### src/rtl/uart_arb_pkg.sv
// Shared definitions for the UART TX arbiter: FSM state encodings, the default
// channel-tag base byte and the channel-index width helper.
package uart_arb_pkg;

  localparam logic [1:0] ST_IDLE = 2'd0;
  localparam logic [1:0] ST_TAG  = 2'd1;
  localparam logic [1:0] ST_DATA = 2'd2;

  localparam logic [7:0] TAG_BASE_DEFAULT = 8'hF0;

  // Channel index width; never zero so single-bit indices stay legal.
  function automatic int ch_w(input int n);
    return (n > 1) ? $clog2(n) : 1;
  endfunction

endpackage

### src/rtl/sync_fifo.sv
// Single-clock FIFO used per arbiter channel. Pointers carry an extra wrap bit
// so full and empty are distinguished without a separate counter. Read data is
// the head entry, valid whenever empty is low.
module sync_fifo #(
  parameter int DATA_W = 8,
  parameter int DEPTH  = 4
) (
  input  logic              clk,
  input  logic              rst_n,
  input  logic              push,
  input  logic [DATA_W-1:0] wdata,
  input  logic              pop,
  output logic [DATA_W-1:0] rdata,
  output logic              full,
  output logic              empty
);

  localparam int AW = $clog2(DEPTH);

  logic [AW:0]       wr_ptr;
  logic [AW:0]       rd_ptr;
  logic [DATA_W-1:0] mem [DEPTH];

  assign empty = (wr_ptr == rd_ptr);
  assign full  = (wr_ptr[AW] != rd_ptr[AW]) && (wr_ptr[AW-1:0] == rd_ptr[AW-1:0]);
  assign rdata = mem[rd_ptr[AW-1:0]];

  // Pointer advance; a push into a full FIFO or a pop from an empty one is ignored.
  always_ff @(posedge clk) begin
    if (!rst_n) begin
      wr_ptr <= '0;
      rd_ptr <= '0;
    end else begin
      if (push && !full)  wr_ptr <= wr_ptr + 1'b1;
      if (pop  && !empty) rd_ptr <= rd_ptr + 1'b1;
    end
  end

  // Storage write; contents need no reset since the pointers gate visibility.
  always_ff @(posedge clk) begin
    if (push && !full) mem[wr_ptr[AW-1:0]] <= wdata;
  end

endmodule

### src/rtl/uart_tx_arbiter.sv
// N-channel buffered round-robin arbiter feeding a single UART transmitter.
// Each channel has its own sync_fifo; the FSM pops one byte per grant and holds
// it on tx_data until the transmitter accepts it.
// Optional feature macro: UART_ARB_CHTAG_EN -- when defined, a tag byte
// (TAG_BASE | channel) precedes the data byte whenever the channel changes and
// for the first byte after reset.
module uart_tx_arbiter
  import uart_arb_pkg::*;
#(
  parameter int         NUM_CH     = 2,
  parameter int         DATA_W     = 8,
  parameter int         FIFO_DEPTH = 4,
  parameter logic [7:0] TAG_BASE   = TAG_BASE_DEFAULT
) (
  input  logic                       clk,
  input  logic                       rst_n,
  input  logic [NUM_CH*DATA_W-1:0]   in_data,
  input  logic [NUM_CH-1:0]          in_valid,
  output logic [NUM_CH-1:0]          in_ready,
  output logic [DATA_W-1:0]          tx_data,
  output logic                       tx_valid,
  input  logic                       tx_ready,
  output logic [$clog2(NUM_CH)-1:0]  cur_ch
);

  localparam int CH_W = ch_w(NUM_CH);

  if (NUM_CH < 2 || NUM_CH > 16 || FIFO_DEPTH < 2 || (FIFO_DEPTH & (FIFO_DEPTH - 1)) != 0) begin : g_param_chk
    $error("uart_tx_arbiter: NUM_CH must be 2..16 and FIFO_DEPTH a power of two >= 2");
  end

  logic [NUM_CH-1:0] fifo_full;
  logic [NUM_CH-1:0] fifo_empty;
  logic [NUM_CH-1:0] fifo_pop;
  logic [DATA_W-1:0] fifo_rdata [NUM_CH];
  logic [1:0]        state;
  logic [CH_W-1:0]   rr_ptr;
  logic [CH_W-1:0]   win;
  logic              found;

  for (genvar c = 0; c < NUM_CH; c++) begin : g_ch
    sync_fifo #(.DATA_W(DATA_W), .DEPTH(FIFO_DEPTH)) u_fifo (
      .clk   (clk),
      .rst_n (rst_n),
      .push  (in_valid[c]),
      .wdata (in_data[c*DATA_W +: DATA_W]),
      .pop   (fifo_pop[c]),
      .rdata (fifo_rdata[c]),
      .full  (fifo_full[c]),
      .empty (fifo_empty[c])
    );
    assign fifo_pop[c] = (state == ST_IDLE) && found && (win == CH_W'(c));
  end

  // Space is judged from registered occupancy only, so a same-cycle pop never frees a slot.
  assign in_ready = ~fifo_full;

  // Round-robin search: first non-empty channel at or above rr_ptr, else the lowest one below it.
  always_comb begin
    found = 1'b0;
    win   = '0;
    for (int i = 0; i < NUM_CH; i++) begin
      if (!found && !fifo_empty[i] && CH_W'(i) >= rr_ptr) begin
        found = 1'b1;
        win   = CH_W'(i);
      end
    end
    for (int i = 0; i < NUM_CH; i++) begin
      if (!found && !fifo_empty[i]) begin
        found = 1'b1;
        win   = CH_W'(i);
      end
    end
  end

`ifdef UART_ARB_CHTAG_EN
  if (DATA_W != 8 || NUM_CH > 16) begin : g_tag_chk
    $error("uart_tx_arbiter: channel tags need DATA_W == 8 and NUM_CH <= 16");
  end

  logic              last_vld;
  logic [CH_W-1:0]   last_ch;
  logic [DATA_W-1:0] data_hold;

  // Grant FSM with tag insertion: IDLE pops a winner, TAG sends the channel tag, DATA sends the byte.
  always_ff @(posedge clk) begin
    if (!rst_n) begin
      state    <= ST_IDLE;
      tx_valid <= 1'b0;
      tx_data  <= '0;
      cur_ch   <= '0;
      rr_ptr   <= '0;
      last_vld <= 1'b0;
      last_ch  <= '0;
    end else begin
      case (state)
        ST_IDLE: begin
          if (found) begin
            cur_ch   <= win;
            rr_ptr   <= (win == CH_W'(NUM_CH - 1)) ? '0 : win + 1'b1;
            tx_valid <= 1'b1;
            if (!last_vld || win != last_ch) begin
              tx_data   <= TAG_BASE | DATA_W'(win);
              data_hold <= fifo_rdata[win];
              state     <= ST_TAG;
            end else begin
              tx_data <= fifo_rdata[win];
              state   <= ST_DATA;
            end
          end
        end
        ST_TAG: begin
          if (tx_ready) begin
            tx_data <= data_hold;
            state   <= ST_DATA;
          end
        end
        ST_DATA: begin
          if (tx_ready) begin
            tx_valid <= 1'b0;
            last_ch  <= cur_ch;
            last_vld <= 1'b1;
            state    <= ST_IDLE;
          end
        end
        default: begin
          tx_valid <= 1'b0;
          state    <= ST_IDLE;
        end
      endcase
    end
  end
`else
  // Grant FSM: IDLE pops a winner into tx_data, DATA holds it until accepted.
  always_ff @(posedge clk) begin
    if (!rst_n) begin
      state    <= ST_IDLE;
      tx_valid <= 1'b0;
      tx_data  <= '0;
      cur_ch   <= '0;
      rr_ptr   <= '0;
    end else begin
      case (state)
        ST_IDLE: begin
          if (found) begin
            cur_ch   <= win;
            rr_ptr   <= (win == CH_W'(NUM_CH - 1)) ? '0 : win + 1'b1;
            tx_data  <= fifo_rdata[win];
            tx_valid <= 1'b1;
            state    <= ST_DATA;
          end
        end
        ST_DATA: begin
          if (tx_ready) begin
            tx_valid <= 1'b0;
            state    <= ST_IDLE;
          end
        end
        default: begin
          tx_valid <= 1'b0;
          state    <= ST_IDLE;
        end
      endcase
    end
  end
`endif

endmodule

### config.mk
export PLATFORM = sky130hd
export DESIGN_NAME = uart_tx_arbiter
export DESIGN_NICKNAME = d
export VERILOG_FILES = /design/src/rtl/uart_arb_pkg.sv /design/src/rtl/sync_fifo.sv /design/src/rtl/uart_tx_arbiter.sv
export SDC_FILE = /design/constraint.sdc
export NUM_CORES = 1
export LEC_CHECK = 0
export CORE_UTILIZATION = 37
export DETAILED_ROUTE_END_ITERATION = 7
export PLACE_DENSITY_LB_ADDON = 0.12
export SYNTH_ARGS = -nofsm -noshare
export SYNTH_HDL_FRONTEND = slang
export SYNTH_SLANG_ARGS = --single-unit
### constraint.sdc
create_clock -name clk -period 1.5 [get_ports clk]
set_input_delay 0.45 -clock clk [delete_from_list [all_inputs] [get_ports clk]]
set_output_delay 0.45 -clock clk [all_outputs]
set_load 0.03 [all_outputs]
=== Yosys cells after proc, flatten, opt, wreduce, memory -nomap -nowiden ===
Memory sizes are Yosys's and may differ from the RTL's. A register that Yosys moved wholly into a read port is not among the register bits.
Index checks and enable logic that the tools add are counted.

* Bits of input ports: 21
* Register bits after elaboration: 25
* Memories: 2
* RAM bits: 64

* $lt $le $gt $ge: 3
* Bitwise gates (word level): 3
* $add $sub $neg: 5
* Mux-type cells: 25
* Equality and inequality tests: 9
* Reduce and logical (&&, ||, !) cells: 24

{| class="wikitable"
|+ Memory list
! name !! depth !! bits a word !! read ports !! clocked after Yosys merged registers in !! write ports !! RTL line !! text
|-
| g_ch[0].u_fifo.mem || 4 || 8 || 1 || 1 || 1 || sync_fifo.sv:22 || <nowiki>logic [DATA_W-1:0] mem [DEPTH];</nowiki>
|-
| g_ch[1].u_fifo.mem || 4 || 8 || 1 || 1 || 1 || sync_fifo.sv:22 ||
|}

{| class="wikitable"
|+ Operator list
! cell !! count
|-
| $mux W8 || 3
|-
| $logic_and A1 B1 Y1 || 14
|-
| $mux W1 || 14
|-
| $add A3 B1 Y3 const B || 4
|-
| $mux W2 || 6
|-
| $logic_not A1 Y1 || 7
|-
| $eq A3 B3 Y1 || 2
|-
| $eq A2 B2 Y1 || 2
|-
| $ne A2 B2 Y1 const B || 2
|-
| $pmux W2 S2 || 1
|-
| $reduce_and A2 Y1 || 2
|-
| $eq A2 B2 Y1 const B || 1
|-
| $ge A1 B1 Y1 const A || 2
|-
| $ge A2 B2 Y1 const B || 1
|-
| $logic_not A2 Y1 || 1
|-
| $ne A1 B1 Y1 || 2
|-
| $not A1 Y2 || 1
|-
| $not A2 Y2 || 1
|-
| $pmux W1 S2 || 1
|-
| $add A1 B1 Y1 const B || 1
|-
| $not A1 Y1 || 1
|}

=== Depth between registers and ports, before layout ===
* Depth in word-level cells: 19
* Mapped depth: 5
* Gate-level depth less buffers: 4

=== By module ===
A second synthesis with hierarchy kept.

* Cells, all modules: 265
* Area total of the unflattened synthesis: 3935.0 µm²

{| class="wikitable"
|+ By module, submodules not included
! module !! area an instance (µm²) !! sequential area each (µm²) !! cells each !! times used
|-
| sync_fifo || 1724.2 || 1121.1 || 110 || 2
|-
| uart_tx_arbiter || 486.7 || 220.2 || 45 || 1
|}

=== Least setup slack after synthesis ===
No wires, ideal clock.

* Path kind: register -> register
* Start: register g_ch[0].u_fifo.wr_ptr[0]
* End: memory g_ch[0].u_fifo.mem[2][0], enable pin
* Period minus slack after synthesis: 1.583 ns
* Arrival: 1.251 ns
* Path buffers: 0
* Setup time: 0.332 ns
* Setup slack: -0.083 ns
* Required time: 1.168 ns
* Cell stages (with the launch flop): 4
* Cell sequence: dfxtp_1 > xor2_1 > o31a_1 > and2_1

* Word-level cells in the longest chain between the ends: 6

{| class="wikitable"
|+ Ends and longest elaborated chain
! what !! RTL line !! text
|-
| start: declaration || sync_fifo.sv:20 || <nowiki>logic [AW:0] wr_ptr;</nowiki>
|-
| start signal: assignment || sync_fifo.sv:34 || <nowiki>if (push && !full) wr_ptr <= wr_ptr + 1'b1;</nowiki>
|-
| $eq A2 B2 Y1 || sync_fifo.sv:25 || <nowiki>assign full = (wr_ptr[AW] != rd_ptr[AW]) && (wr_ptr[AW-1:0] == rd_ptr[AW-1:0]);</nowiki>
|-
| $logic_and A1 B1 Y1 || sync_fifo.sv:25 ||
|-
| $logic_not A1 Y1 || sync_fifo.sv:41 || <nowiki>if (push && !full) mem[wr_ptr[AW-1:0]] <= wdata;</nowiki>
|-
| $logic_and A1 B1 Y1 || sync_fifo.sv:41 ||
|-
| $mux W1 || sync_fifo.sv:41 ||
|-
| $mux W1 (not written as such) || sync_fifo.sv:41 ||
|-
| end: declaration || sync_fifo.sv:22 ||
|}

Several ways; a longest one is shown, not always the timed one.

=== Worst setup path in the final report ===
* Start: register g_ch[0].u_fifo.rd_ptr[1]
* End: output port in_ready[0]

* Word-level cells in the longest chain between the ends: 3

{| class="wikitable"
|+ Ends and longest elaborated chain
! what !! RTL line !! text
|-
| start: declaration || sync_fifo.sv:21 || <nowiki>logic [AW:0] rd_ptr;</nowiki>
|-
| start signal: assignment || sync_fifo.sv:35 || <nowiki>if (pop && !empty) rd_ptr <= rd_ptr + 1'b1;</nowiki>
|-
| $eq A2 B2 Y1 || sync_fifo.sv:25 ||
|-
| $logic_and A1 B1 Y1 || sync_fifo.sv:25 ||
|-
| $not A2 Y2 || uart_tx_arbiter.sv:56 || <nowiki>assign in_ready = ~fifo_full;</nowiki>
|-
| end: declaration || uart_tx_arbiter.sv:19 || <nowiki>output logic [NUM_CH-1:0] in_ready,</nowiki>
|}

No other way between the ends.

==> results.toml <==
[route]
vias = 2301
dr.pass1.iters = 4
dr.first_iter.drc_count = 43
drc = 0
drt_wl_total_mm = 7.74
detail-route-antenna-nets = 0
post_drt_wl_per_cell_um = 16.3
viasPerCell = 4.84

[logic_synthesis]
synth_top_area_frac = 0.512
syn_inst = 244
synthFlopType = "edfxtp_1"
synth-simple-area-share = 0.0650
synth_common_cells = "edfxtp_1, dfxtp_1, inv_1"
ys_warn_count = 0
syn_area_um2 = 3750
ys_ff_latch = 91
synth_top_family_by_area = "multiplexers"
synth.area.mux_share = 0.109
avgSynthCellArea_um2 = 15.4
synth.area.top_cells = "edfxtp_1, dfxtp_1, mux4_2, ha_1, xnor2_1"
ys_types = 34
synth_edf_count = 64
yosys.area_share.xor_xnor = 0.0433
yosys.area.top_type = "edfxtp_1"
synth-compound-area-share = 0.0673
syn_nets = 275
yosysSeqAreaShare = 0.656
synth_fa_ha_area_frac = 0.0333
yosysMostFrequentCell = "edfxtp_1"
async_flop_share = 0

[outcome]
status = "complete, but fails checks"
violations = "setup timing"

[sta]
finalCritPeriodShare = 1.12
tightestPinTransition_ps = 409
rsz0062_at_grt = "true"
finalClockSkew_ps = 10.4
relSlewSlack = 0.727
layout_min_cycle_time_ps = 1680
drv_slew = 0
setup_viol = 81
fmaxAchievable_ghz = 0.594
timing.final.ws_setup_ps = -183
hold_viol_final = 0

[global_route]
grt_max_degree = 17
grt.total_usage = 0.158
grt_antenna_before_repair = 0
grt_pass1_wl_mm = 12.0
overflow = 0
grt_pass1_vias = 2344

[power]
internal-power_w = 0.00523
comb_power_share = 0.402
power_frac_clock = 0.188
totalPowerFinal_w = 0.00794
p_leak_nw = 1.84
switching_share = 0.342
powerDensity_nw_per_um2 = 1510
switchingPower_w = 0.00272
power_frac_seq = 0.410
vdd_drop_max_v = 0.000876

[final_layout]
final_layout_size_suffix_gt1_frac = 0.471
diodes = 0
fin_nets = 369
syn_to_final_growth_pct = 40.0

[critical_path]
worstPathArrival_ps = 1230
critPathCaptureType = "output port"
rrSetupSlack_ps = -160
critical_path_class = "reg -> out"
start_kind = "flop"
worstPathMaxFanout = 2
worstPathRequired_ps = 1050

[clock_network]
clkLatencyLatePin_ps = 360
path_clk_slew_ps = 90
cts_buffer_depth = 2
cts_max_level = 3
clock_sinks = 91
cts_tree = "built"
root_buffer = "clkbuf_8"
cts_buffers = 9
postCtsHoldBufs = 0

[floorplan]
rows = 36
chipHeight_um = 103
core_area_um2 = 9820
fp.dieW_um = 103
boundaryPins = 33
die_area_um2 = 10600
initial_core_util = 0.382

[place]
portBuffers = 32
gp_congestion = 0.764
hpwlAfterDp_mm = 5.25
place_ws_ps = -282

[flow_run]
max-cap-violations = 0

[hold_path]
hold_path_class = "reg -> reg"
==> final timing paths <==
check                                  to  cells after the start                                  start
setup reg to reg  tx_data[1]$_SDFFE_PN0N_                      9  g_ch[0].u_fifo.rd_ptr[1]$_SDFFE_PN0P_
setup / recovery              in_ready[0]                      4  g_ch[0].u_fifo.rd_ptr[1]$_SDFFE_PN0P_
hold / removal    tx_data[2]$_SDFFE_PN0N_                      2                tx_data[2]$_SDFFE_PN0N_
hold reg to reg   tx_data[2]$_SDFFE_PN0N_                      2                tx_data[2]$_SDFFE_PN0N_
==> what timing repair did <==
action | in CTS | in global routing
gates resized for setup | 82 | 46
pin swaps | 22 | 26
buffers inserted | 9 | 14
setup endpoints to repair | 97 | 96
==> per-layer routing <==
metal / up-vias / track usage / part of all wire
li1: 1123 / - / -
met1: 1142 / 0.214 / 0.48
met2: 28 / 0.251 / 0.49
met3: 8 / 0.0292 / 0.024
met4: 0 / 0.0650 / 0.013
met5: - / 0 / 0
==> cells in the final DEF (no fill, tap or decap), drive strengths merged, types with 8 or more instances in the layout <==
cell           count
edfxtp            64
dfxtp             27
nor2              10
inv               19
nand3             13
xnor2              8
ha                10
nand4              8
o211ai             8
mux4              16
buf               67
clkbuf             9
xor2               8
clkdlybuf4s50     20
==> registers in the layout (all words and copies together) (netlist names), named ones only <==
register,cells
g_ch.u_fifo.mem,64
tx_data,8
g_ch.u_fifo.rd_ptr,6
g_ch.u_fifo.wr_ptr,6
cur_ch,1
rr_ptr,1
state,1
==> worst max-delay path: stages (launching register included) <==
cell	delay [ps]
dfxtp_4	370
xor2_4	190
nor2_2	100
nand2_1	80
buf_6	140
==> power by group through the flow <==
stage	Sequential [W]	Combinational [W]	Clock, W
2_1_floorplan	0.00351	0.00116	0
6_report	0.00326	0.00319	0.00150
3_5_place_dp	0.00329	0.00241	0
5_1_grt	0.00331	0.00339	0.00165
3_3_place_gp	0.00329	0.00239	0
4_1_cts	0.00325	0.00276	0.00153
==> stage by stage <==
step / utilization / std cells / instance area, µm² / hold slack (ps) / setup TNS (ps)
floorplan: - / 244 / 3790 / 482 / 0
global placement: 0.466 / 439 / 4580 / 480 / -17810
detailed placement: 0.466 / 439 / 4580 / 476 / -18080
CTS: 0.512 / 463 / 5020 / 495 / -3070
global route: 0.535 / 475 / 5260 / 524 / -10540
finish: 0.535 / 475 / 5260 / 489 / -5790
==> cell type report <==
type,count,area (µm²)
Timing Repair Buffer,91,856
Inverter,17,73.8
Tap cell,133,166
Clock inverter,6,48.8
Fill cell,843,4560
Sequential cell,91,2480
Multi-Input combinational cell,128,1500
Clock buffer,9,124
==> cells by family (layout without fill, tap and decap cells) <==
kind of cell	count (synthesis)	after routing
buffers and inverters	25	123
adders and majority gates	10	10
DFF	91	91
muxes	21	21
xor gates and xnor gates	16	16
AOI/OAI and AO/OA	34	34
and+or+nand+nor	47	47
No activity file was read; power rests on OpenSTA's default activity.
